==> src/rtl/qos_wrr_scheduler.sv <==
// qos_wrr_scheduler: weighted round-robin drain of four VC ingress FIFOs into one downstream FIFO.
// Define QOS_STRICT_VC0_EN to give VC0 strict priority ahead of the WRR rotation.
module qos_wrr_scheduler #(
    parameter int unsigned WEIGHT_W   = 3,
    parameter int unsigned RST_WEIGHT = 1
) (
    input  logic                clk_i,
    input  logic                reset_i,
    input  logic                enable_i,
    input  logic                cfg_wr_i,
    input  logic [1:0]          cfg_vc_i,
    input  logic [WEIGHT_W-1:0] cfg_weight_i,
    input  logic [3:0]          empty_i,
    input  logic [3:0]          pause_stb_i,
    input  logic [3:0]          continue_stb_i,
    input  logic                out_full_i,
    output logic [3:0]          pop_o,
    output logic                push_o,
    output logic [1:0]          grant_id_o,
    output logic [3:0]          paused_o,
    output logic                idle_o
);
    localparam int unsigned NUM_VC = 4;
    localparam int unsigned VC_W   = 2;

    typedef enum logic [1:0] {
        S_IDLE   = 2'd0,
        S_REFILL = 2'd1,
        S_GRANT  = 2'd2
    } state_e;

    state_e                          state_q, state_d;
    logic [VC_W-1:0]                 ptr_q, ptr_d;
    logic [NUM_VC-1:0][WEIGHT_W-1:0] weight_q, weight_d;
    logic [NUM_VC-1:0][WEIGHT_W-1:0] credit_q, credit_d;
    logic [NUM_VC-1:0]               paused_q, paused_d;
    logic                            push_q, push_d;
    logic [VC_W-1:0]                 grant_id_q, grant_id_d;

    logic [NUM_VC-1:0] ready;
    logic [NUM_VC-1:0] elig;
    logic [NUM_VC-1:0] refill_req;
    logic [NUM_VC-1:0] pop;
    logic [VC_W-1:0]   grant;
    logic              grant_vld;

    always_comb begin
        for (int i = 0; i < NUM_VC; i++) begin
            ready[i] = !empty_i[i] && !paused_q[i] && (weight_q[i] != '0);
            elig[i]  = ready[i] && (credit_q[i] != '0);
        end
    end

    // A strict-priority VC0 is always served directly, so it never asks for a refill.
`ifdef QOS_STRICT_VC0_EN
    assign refill_req = ready & 4'b1110;
`else
    assign refill_req = ready;
`endif

    always_comb begin
        grant     = '0;
        grant_vld = 1'b0;
        for (int k = 0; k < NUM_VC; k++) begin
            if (!grant_vld && elig[ptr_q + VC_W'(k)]) begin
                grant     = ptr_q + VC_W'(k);
                grant_vld = 1'b1;
            end
        end
    end

    always_comb begin
        state_d  = state_q;
        ptr_d    = ptr_q;
        credit_d = credit_q;
        pop      = '0;
        case (state_q)
            S_IDLE: begin
                if (enable_i && (|ready)) state_d = S_REFILL;
            end
            S_REFILL: begin
                credit_d = weight_q;
                state_d  = enable_i ? S_GRANT : S_IDLE;
            end
            S_GRANT: begin
                if (!enable_i) begin
                    state_d = S_IDLE;
`ifdef QOS_STRICT_VC0_EN
                end else if (ready[0] && !out_full_i) begin
                    pop[0] = 1'b1;
`endif
                end else if (grant_vld && !out_full_i) begin
                    pop[grant]      = 1'b1;
                    credit_d[grant] = credit_q[grant] - WEIGHT_W'(1);
                    // Stay on the granted VC until its last credit is spent.
                    ptr_d = (credit_q[grant] == WEIGHT_W'(1)) ? grant + VC_W'(1) : grant;
                end else if (out_full_i) begin
                    state_d = S_GRANT;
                end else if (|refill_req) begin
                    state_d = S_REFILL;
                end else begin
                    state_d = S_IDLE;
                end
            end
            default: state_d = S_IDLE;
        endcase
        if (reset_i) pop = '0;
    end

    always_comb begin
        weight_d = weight_q;
        if (cfg_wr_i) weight_d[cfg_vc_i] = cfg_weight_i;
        paused_d   = (paused_q & ~continue_stb_i) | pause_stb_i;
        push_d     = |pop;
        grant_id_d = grant_id_q;
        for (int i = 0; i < NUM_VC; i++) begin
            if (pop[i]) grant_id_d = VC_W'(i);
        end
    end

    always_ff @(posedge clk_i) begin
        if (reset_i) begin
            state_q    <= S_IDLE;
            ptr_q      <= '0;
            weight_q   <= {NUM_VC{WEIGHT_W'(RST_WEIGHT)}};
            credit_q   <= {NUM_VC{WEIGHT_W'(RST_WEIGHT)}};
            paused_q   <= '0;
            push_q     <= 1'b0;
            grant_id_q <= '0;
        end else begin
            state_q    <= state_d;
            ptr_q      <= ptr_d;
            weight_q   <= weight_d;
            credit_q   <= credit_d;
            paused_q   <= paused_d;
            push_q     <= push_d;
            grant_id_q <= grant_id_d;
        end
    end

    assign pop_o      = pop;
    assign push_o     = push_q;
    assign grant_id_o = grant_id_q;
    assign paused_o   = paused_q;
    assign idle_o     = (state_q == S_IDLE);

endmodule
==> config.mk <==
export PLATFORM = sky130hd
export DESIGN_NAME = qos_wrr_scheduler
export DESIGN_NICKNAME = d
export VERILOG_FILES = /design/src/rtl/qos_wrr_scheduler.sv
export SDC_FILE = /design/constraint.sdc
export NUM_CORES = 1
export LEC_CHECK = 0
export ABC_AREA = 0
export CORE_AREA = 2 2 93 95
export DETAILED_ROUTE_END_ITERATION = 10
export DIE_AREA = 0 0 95 97
export GPL_TIMING_DRIVEN = 0
export PLACE_DENSITY = 0.53
export SLEW_MARGIN = 40
export SYNTH_ARGS = -nofsm -noshare
export SYNTH_HDL_FRONTEND = slang
export SYNTH_SLANG_ARGS = --single-unit
==> constraint.sdc <==
create_clock -name clk_i -period 3.6 [get_ports clk_i]
set_clock_uncertainty 0.05 [all_clocks]
set_input_delay 0.36 -clock clk_i [delete_from_list [all_inputs] [get_ports clk_i]]
set_output_delay 0.36 -clock clk_i [all_outputs]
set_load 0.1 [all_outputs]
==> out/qor.csv <==
stage,metric,value,unit
global_route,largest net degree at the start of global routing,12,
pwr,sw frac,32.15,%
synth,Yosys warning total,0,
floorplanning,Die Area,9215,um^2
layout,"commonest non-fill, non-tap cell in the layout",dfxtp_1,
timing,worst slew pin tran,604.7,ps
place,# port buffers,33,
synth,top_reg_cell synth,dfxtp_1,
hold_path,HP Class,register to register,
layout,most frequent cells in the layout,"35 x dfxtp_1, 24 x nor2_1, 21 x clkdlybuf4s50_1",
timing,unrepaired setup endpoints after global routing,false,
hold_path,Hold Path Depth,2,
timing,"Hold Vio Cnt, Final",0,
pwr,total leakage power,0.9551,nW
synth,Synth Cell Area,2004,um^2
cts,CTS tree,built,
cts,CTS buffer count,5,
timing,setup ws final,207.6,ps
synth,Synth cell types,47,
worst_setup_path,Worst setup EP type,output pin,
layout,antenna cells,0,
floorplanning,Core Box Area,8134,um^2
synth,syn_nets,261,
timing,Max Fclk,294.8,MHz
synth,Async SR Flop Fraction,0,%
run_status,status,"complete, no violations",
worst_setup_path,CP Launch Type,input pin,
pwr,maximum vdd ir drop,122.8,uV
worst_setup_path,WP data arrival,2980,ps
routing,Post-route DRC,0,
global_route,first-pass GRT wire length,9121,um
place,routability cong.,0.8256,
floorplanning,IO Pins,34,
worst_setup_path,R2R setup slack,360,ps
place,pre-CTS setup slack,46.72,ps
global_route,grt ovf,0,
routing,via/cell ratio,4.858,
layout,fin area,2491,um^2
global_route,gr usage total,12.87,%
layout,fill cell count,867,
worst_setup_path,Worst R2R End,credit_q[10],
layout,Area Growth Syn to Fin,24.28,%
layout,share of layout cells above drive strength 1,12.77,%
timing,Worst slew margin,59.69,%
routing,routed vias,1841,
cts,CTS resizes,0,
worst_setup_path,worst-path maximum fanout,9,
worst_setup_path,Setup Crit Path Kind,input pin to output pin,
global_route,number of global-route vias before repair,1749,
pwr,Net Switching,0.0002955,W
cts,clock root cell,clkbuf_8,
routing,Final ANT Viol Nets,0,
timing,endpoints failing setup,0,
timing,"Slew Viols, Final",0,
global_route,initial antenna violation count,0,
routing,drt first pass iters,4,
pwr,Pwr Density,368.9,nW/um^2
cts,TritonCTS Sinks,35,
hold_path,hold_sp,grant_id_o[0],
cts,Clock Tree Buf Depth,2,
floorplanning,Die W,95,um
worst_setup_path,FF-to-FF path depth,11,
synth,"EDFF count, synth",0,
cts,clock latency at the later pin of the worst-skew pair,300,ps
layout,nets,301,
synth,Cells after Synth,233,
synth,register bit total from synthesis,35,
routing,drt initial violations,82,
place,Area after DPL,2406,um^2
floorplanning,initial core utilization,24.64,%
timing,Tcrit/Tclk final,94.23,%
pwr,Combinational Power Share,23.6,%
cts,Max H-tree Level,2,
cts,cts hold-fix bufs,0,
worst_setup_path,Crit path required time,3190,ps
hold_path,Hold Path Sink,grant_id_o[0],
worst_setup_path,Reg2Reg Launch Point,weight_q[2],
routing,wire per inst,14.84,um
cts,postcts setup bufs,0,
routing,"wirelength, routed",5626,um
synth,mean post-synth cell area,8.603,um^2
timing,Period minus WS final,3392,ps
flow_run,Max-Cap Viols,0,
floorplanning,Die Ht,97,um
cts,"Clk pin slew, worst setup/hold paths",70,ps
pwr,Clock power frac,31.3,%
floorplanning,# rows,33,
pwr,P_int,0.0006235,W
place,post-DP HPWL,4232,um
pwr,share of power burned in registers,45.1,%
synth,sequential-to-total area share from yosys stat,34.96,%
sequential cells by signal, summed over array words and instances (netlist names):
name / flops
grant_id_o: 2
credit_q: 12
paused_o: 4
push_o: 1
ptr_q: 2
state_q: 2
weight_q: 12
cell type report:
type / instances / area [um^2] / share of cell area (%)
Buffer: 11 / 72.57 / 2.913
Clock buffer: 6 / 72.57 / 2.913
Clock inverter: 2 / 12.51 / 0.5023
Inverter: 9 / 33.78 / 1.356
Multi-Input combinational cell: 178 / 1197 / 48.07
Sequential cell: 35 / 700.7 / 28.13
Tap cell: 105 / 131.4 / 5.274
Timing Repair Buffer: 33 / 270.3 / 10.85
power groups by stage:
stage / clock network (W) / logic (W) / registers (W)
finish: 0.000288 / 0.000217 / 0.000415
global placement: 0 / 0.000219 / 0.000423
global route: 0.000313 / 0.000236 / 0.000417
detailed placement: 0 / 0.000216 / 0.000424
CTS: 0.000296 / 0.000217 / 0.000415
floorplan: 0 / 0.000129 / 0.000442
worst max path at each step:
stage	startpoint	end	slack, ps	cells past startpoint
2_1_floorplan	paused_o[0]	pop_o[0]	230	7
3_3_place_gp	empty_i[0]	pop_o[1]	-490	9
3_5_place_dp	empty_i[2]	credit_q[10]	50	11
4_1_cts	empty_i[0]	pop_o[1]	200	9
5_1_grt	empty_i[1]	pop_o[3]	100	9
6_report	empty_i[0]	pop_o[1]	210	9
metal layers:
layer / part of all wire (%) / global-route usage, % / routed length (um)
met5: 0 / 0 / 0
met4: 1.5 / 4.236 / 87
met1: 47 / 17.57 / 2655
met3: 6.9 / 3.037 / 387
met2: 44 / 19.80 / 2496
worst max-delay path: stages:
cell,delay (ps)
clkdlybuf4s50_1,430
or4b_1,600
o21a_1,200
o22a_2,220
buf_6,140
inv_1,90
ha_1,340
and2_1,170
buf_2,420
synth_stat cells, types with 5 or more instances:
master	number	area, um^2
mux2i_1	18	180.2
clkbuf_1	6	22.52
ha_1	6	75.07
dfxtp_1	35	700.7
nand2_1	11	41.29
nor3b_1	5	37.54
o21ai_0	11	55.05
nand2b_1	5	31.28
nor2_1	24	90.09
and2_1	5	31.28
a21oi_1	20	100.1
inv_1	8	30.03
nor3_1	15	75.07
stage by stage:
step | util (%) | setup TNS [ps] | power (W) | hold WS (ps) | instances
after floorplan | - | 0 | 0.0005709 | 410.2 | 233
after detailed placement | 29.58 | 0 | 0.0006402 | 398.2 | 371
after CTS | 30.63 | 0 | 0.0009281 | 408.1 | 379
after global routing | 30.63 | 0 | 0.0009670 | 432.5 | 379
final | 30.63 | 0 | 0.0009190 | 407.0 | 379
after global placement | 30.32 | -1806 | 0.0006419 | 391.6 | 371
cell families after synthesis:
logic type	Yosys count	share of synthesized area, %
and+or+nand+nor	93	25.91
AOI/OAI and AO/OA	57	18.41
DFF	35	34.96
muxes	21	10.86
buffers and inverters	20	5.305
adders and majority gates	6	3.745
xor gates and xnor gates	1	0.8117
Power figures use the tool's default switching activity.
==> variant 1 (same flow settings) <==
Encoding of `state_e`: now one-hot (3 bits for 3 states).
--- a/src/rtl/qos_wrr_scheduler.sv
+++ b/src/rtl/qos_wrr_scheduler.sv
@@ -24,8 +24,8 @@
     localparam int unsigned VC_W   = 2;
 
-    typedef enum logic [1:0] {
-        S_IDLE   = 2'd0,
-        S_REFILL = 2'd1,
-        S_GRANT  = 2'd2
+    typedef enum logic [2:0] {
+        S_IDLE   = 3'b001,
+        S_REFILL = 3'b010,
+        S_GRANT  = 3'b100
     } state_e;
 
Behaviour: no difference found for any inputs over 4 cycles, from zero or initial values and one cycle with reset_i high; so few cycles prove little.
==> variant 1 against the unedited design <==
- maximum frequency shrank 2.8%
- setup slack got worse by 0.099 ns
- sequential cell count is 1 higher
- wire length grew 27%
- highest routed layer unchanged
- largest cell class unchanged
- total power rose by 14%
- area after synthesis increased by 16%
- synthesized cell count is 24% higher
- design area is 16% higher
==> variant 1: results (changes against the unedited design) <==
| Metric | Value |
|---|---|
| Outcome | `finished, final reports clean` |
| Worst setup startpoint | `credit_q[8]$_SDFFE_PP0P_` |
| Inverters | `14 (+5)` |
| Cells after DPL | `425 (+15%)` |
| Port Buffers | `32 (-3.0%)` |
| GR met3 Demand/Resource | `0.02804 (-0.002336)` |
| Setup ws final | `0.1082 ns (-0.09934 ns)` |
| GR Util met1 | `0.2231 (+0.04737)` |
| Worst reg2reg path endpoint | `credit_q[9]$_SDFFE_PP1P_` |
| Met3 wire length | `372 um (-3.9%)` |
| Met2 routed WL | `3.300 mm (+32%)` |
| Worst-margin pin slew | `0.6993 ns (+0.09465 ns)` |
| CTS resizes | `3 (+3)` |
| First-pass GRT wire length | `11.44 mm (+25%)` |
| DRT met1 WL | `3.410 mm (+28%)` |
| Largest cells by area after synthesis | `dfxtp_1 31%, mux2i_1 6.0%, nor2_1 4.2%` |
| Min-delay src | `grant_id_o[1]$_SDFFE_PP0P_` |
| Arrival time at the worst endpoint | `3.08 ns (+0.10 ns)` |
| Routed WL | `7.147 mm (+27%)` |
| Crit-path leading delay family | `simple AND/OR/NAND/NOR gates` |
| DP Wirelength | `5.344 mm (+26%)` |
| Critical Path Fanout Max | `10 (+1)` |
| Reg2reg setup slack | `0.18 ns (-0.18 ns)` |
| Fin util | `0.3553 (+0.04907)` |
| Non-clk bufs | `46 (+4.5%)` |
| Setup crit end | `pop_o[3]` |
| Multi-input combinational cell count | `225 (+26%)` |
| Global Route Usage Sum | `0.1582 (+0.02954)` |
| Nets@finish | `356 (+18%)` |
| Gpl congestion | `0.8271 (+0.18%)` |
| Post-synthesis sequential area ratio | `0.3102 (-0.03939)` |
| CP max-delay cell | `dfxtp_1` |
| Net Count, Synth | `316 (+21%)` |
| Leak Pwr | `1.059 nW (+11%)` |
| Dpl cell area | `2735 sq um (+14%)` |
| Vias in the first global route | `2155 (+23%)` |
| Pin count of the biggest net entering global routing | `13 (+1)` |
| Syn Area/Cell | `8.068 sq um (-6.2%)` |
| Hold_ws | `0.4339 ns (+0.02693 ns)` |
| Avg Vias per Cell | `5.389 (+11%)` |
| Layout non-clock buf frac | `0.1199 (-0.01771)` |
| CTS sink count | `36 (+2.9%)` |
| Post-synth cell types | `46 (-2.1%)` |
| ClkCell Share | `0.03853 (+0.004374)` |
| Post-Place Setup Slack | `-0.3891 ns (-0.4358 ns)` |
| Via count | `2339 (+27%)` |
| Reg2Reg Depth | `9 (-2)` |
| Fraction of area in multi-input gates | `0.5286 (+0.04791)` |
variant 1: changes by cell type in the layout (fill, tap and decap cells not counted), moves of 5 or more:
cell      before  now
a211oi_1       4   11
nand3_1        2   15
buf_4          0    7
nand2_1       11   25
or3_1          1    9
nand3b_1       3   11
inv_1          8   13
variant 1: kinds of logic (layout without fill, tap and decap cells):
group	Yosys count	after routing	share of synthesized area
adder cells (fa/ha/maj)	6	6	0.03231
AO/OA/AOI/OAI	66	66	0.2176
buffers and inverters	27	68	0.04739
multiplexers	20	20	0.08939
AND/OR/NAND/NOR	133	133	0.3032
flip-flops	36	36	0.3102
variant 1: worst reg2reg max path, cell delays in order, from the launching register on:
cell	delay, ns
dfxtp_1	0.51
nor3_1	0.13
or4_4	0.47
a221o_1	0.32
a22oi_4	0.32
ha_1	0.49
nand2_1	0.09
a21oi_1	0.39
mux2_2	0.39
o22a_1	0.17
variant 1: power breakdown:
group	internal [W]	switching [W]
sequential	0.000413	0.0000170
clock	0.000205	0.000161
combinational	0.0000942	0.000155
==> variant 2 (same settings) <==
Made on the original files. Build with the macro `QOS_STRICT_VC0_EN` defined.
--- a/src/rtl/qos_wrr_scheduler.sv
+++ b/src/rtl/qos_wrr_scheduler.sv
@@ -1,4 +1,6 @@
 // qos_wrr_scheduler: weighted round-robin drain of four VC ingress FIFOs into one downstream FIFO.
 // Define QOS_STRICT_VC0_EN to give VC0 strict priority ahead of the WRR rotation.
+`define QOS_STRICT_VC0_EN
+
 module qos_wrr_scheduler #(
     parameter int unsigned WEIGHT_W   = 3,
Check against the original RTL: not equivalent (a bounded check fails within 4 cycles, from zero or initial values and one cycle with reset_i high).
==> variant 2 against the unedited design <==
- total power is 18% higher
- clock power is 36% higher
- sequential cell count stayed put
- wire length rose by 21%
- maximum frequency decreased by 3.6%
- via count grew 19%
- setup slack lost 0.13 ns
- count of clock-buffer cells in the layout unchanged
- area after synthesis is 6.8% higher
- sequential share of layout area down 2.5 points
- design area up 9.6%
- global-route usage rose by 1.9 points
- largest power group unchanged
==> variant 2: results (changes against the unedited design) <==
| Metric | Value |
|---|---|
| Critical Path Fanout Max | `10 (+1)` |
| Largest cells by area after synthesis | `dfxtp_1 33%, nor2_1 6.0%, a21oi_1 4.9%` |
| RR Startpoint | `weight_q[6]$_SDFFE_PP1P_` |
| Via count | `2192 (+19%)` |
| Reg2Reg Depth | `13 (+2)` |
| Vias in the first global route | `1973 (+13%)` |
| Pin count of the biggest net entering global routing | `13 (+1)` |
| Met3 wire length | `476 um (+23%)` |
| Multi-input gate area | `1406 sq um (+17%)` |
| Post-synthesis sequential area ratio | `0.3273 (-0.02227)` |
| CP peak stage delay | `0.47 ns (-0.13 ns)` |
| Nets@finish | `331 (+10%)` |
| Synthesized-area fraction occupied by adder cells | `0.03507 (-0.002386)` |
| Dpl cell area | `2532 sq um (+5.3%)` |
| Gpl congestion | `0.8909 (+7.9%)` |
| Cells after DPL | `399 (+7.5%)` |
| DRT met1 WL | `3.153 mm (+19%)` |
| Post-synth cell types | `49 (+4.3%)` |
| Net Sw Frac | `0.3267 (+0.005203)` |
| Worst setup startpoint | `empty_i[2]` |
| Hold endpoint | `grant_id_o[1]$_SDFFE_PP0P_` |
| Layout non-clock buf frac | `0.1141 (-0.02356)` |
| First-pass GRT wire length | `10.58 mm (+16%)` |
| Xor/xnor share of the synthesized area | `0 (-0.008115)` |
| CP max-delay cell | `clkdlybuf4s50_1` |
| Multi-input combinational cell count | `204 (+15%)` |
| Non-filler instance count after layout | `409 (+7.9%)` |
| Starting DRT DRC Count | `234 (+190%)` |
| Synth top cells by count | `35 x dfxtp_1, 34 x nor2_1, 21 x a21oi_1` |
| Hold_ws | `0.4202 ns (+0.01326 ns)` |
| Post-synthesis compound-gate area fraction | `0.2753 (+0.09113)` |
| VDD IR max | `0.1755 mV (+43%)` |
| ClkCell Share | `0.04443 (+0.01028)` |
| Reg2reg setup slack | `0.17 ns (-0.19 ns)` |
| Layout cells sized above 1 | `0.1645 (+0.03674)` |
| Mux cell area share after synthesis | `0.04793 (-0.06069)` |
| Global Route Usage Sum | `0.1477 (+0.01904)` |
| Worst reg2reg path endpoint | `credit_q[5]$_SDFFE_PP0P_` |
| Syn Area/Cell | `8.171 sq um (-5.0%)` |
| Outcome | `finished, final reports clean` |
| DP Wirelength | `5.041 mm (+19%)` |
| Sequential cell area share | `0.2565 (-0.02474)` |
| Non-clk bufs | `41 (-6.8%)` |
| GR Util met1 | `0.2131 (+0.03741)` |
| Met2 routed WL | `3.086 mm (+24%)` |
| Number of fill cells | `862 (-0.58%)` |
| Routed WL | `6.795 mm (+21%)` |
| Inverters | `16 (+7)` |
| Leak Pwr | `1.103 nW (+16%)` |
==> variant 2: stage by stage <==
stage / setup slack, ns / util
3_5_place_dp: -0.5928 / 0.3113
4_1_cts: 0.01395 / 0.3303
3_3_place_gp: -1.098 / 0.3187
5_1_grt: -0.05867 / 0.3358
2_1_floorplan: 0.06767 / -
6_report: 0.08079 / 0.3358
==> variant 2: power groups by stage <==
| stage | registers, W | logic (W) | clock network [W] |
|---|---|---|---|
| 2_1_floorplan | 0.000446 | 0.000155 | 0 |
| 3_3_place_gp | 0.000429 | 0.000256 | 0 |
| 3_5_place_dp | 0.000430 | 0.000252 | 0 |
| 4_1_cts | 0.000421 | 0.000257 | 0.000404 |
| 5_1_grt | 0.000424 | 0.000290 | 0.000417 |
| 6_report | 0.000422 | 0.000268 | 0.000391 |
==> variant 2: cells by family after synthesis <==
logic type,Yosys count
and+or+nand+nor,112
AOI/OAI and AO/OA,77
DFF,35
buffers and inverters,23
muxes,9
adders and majority gates,6
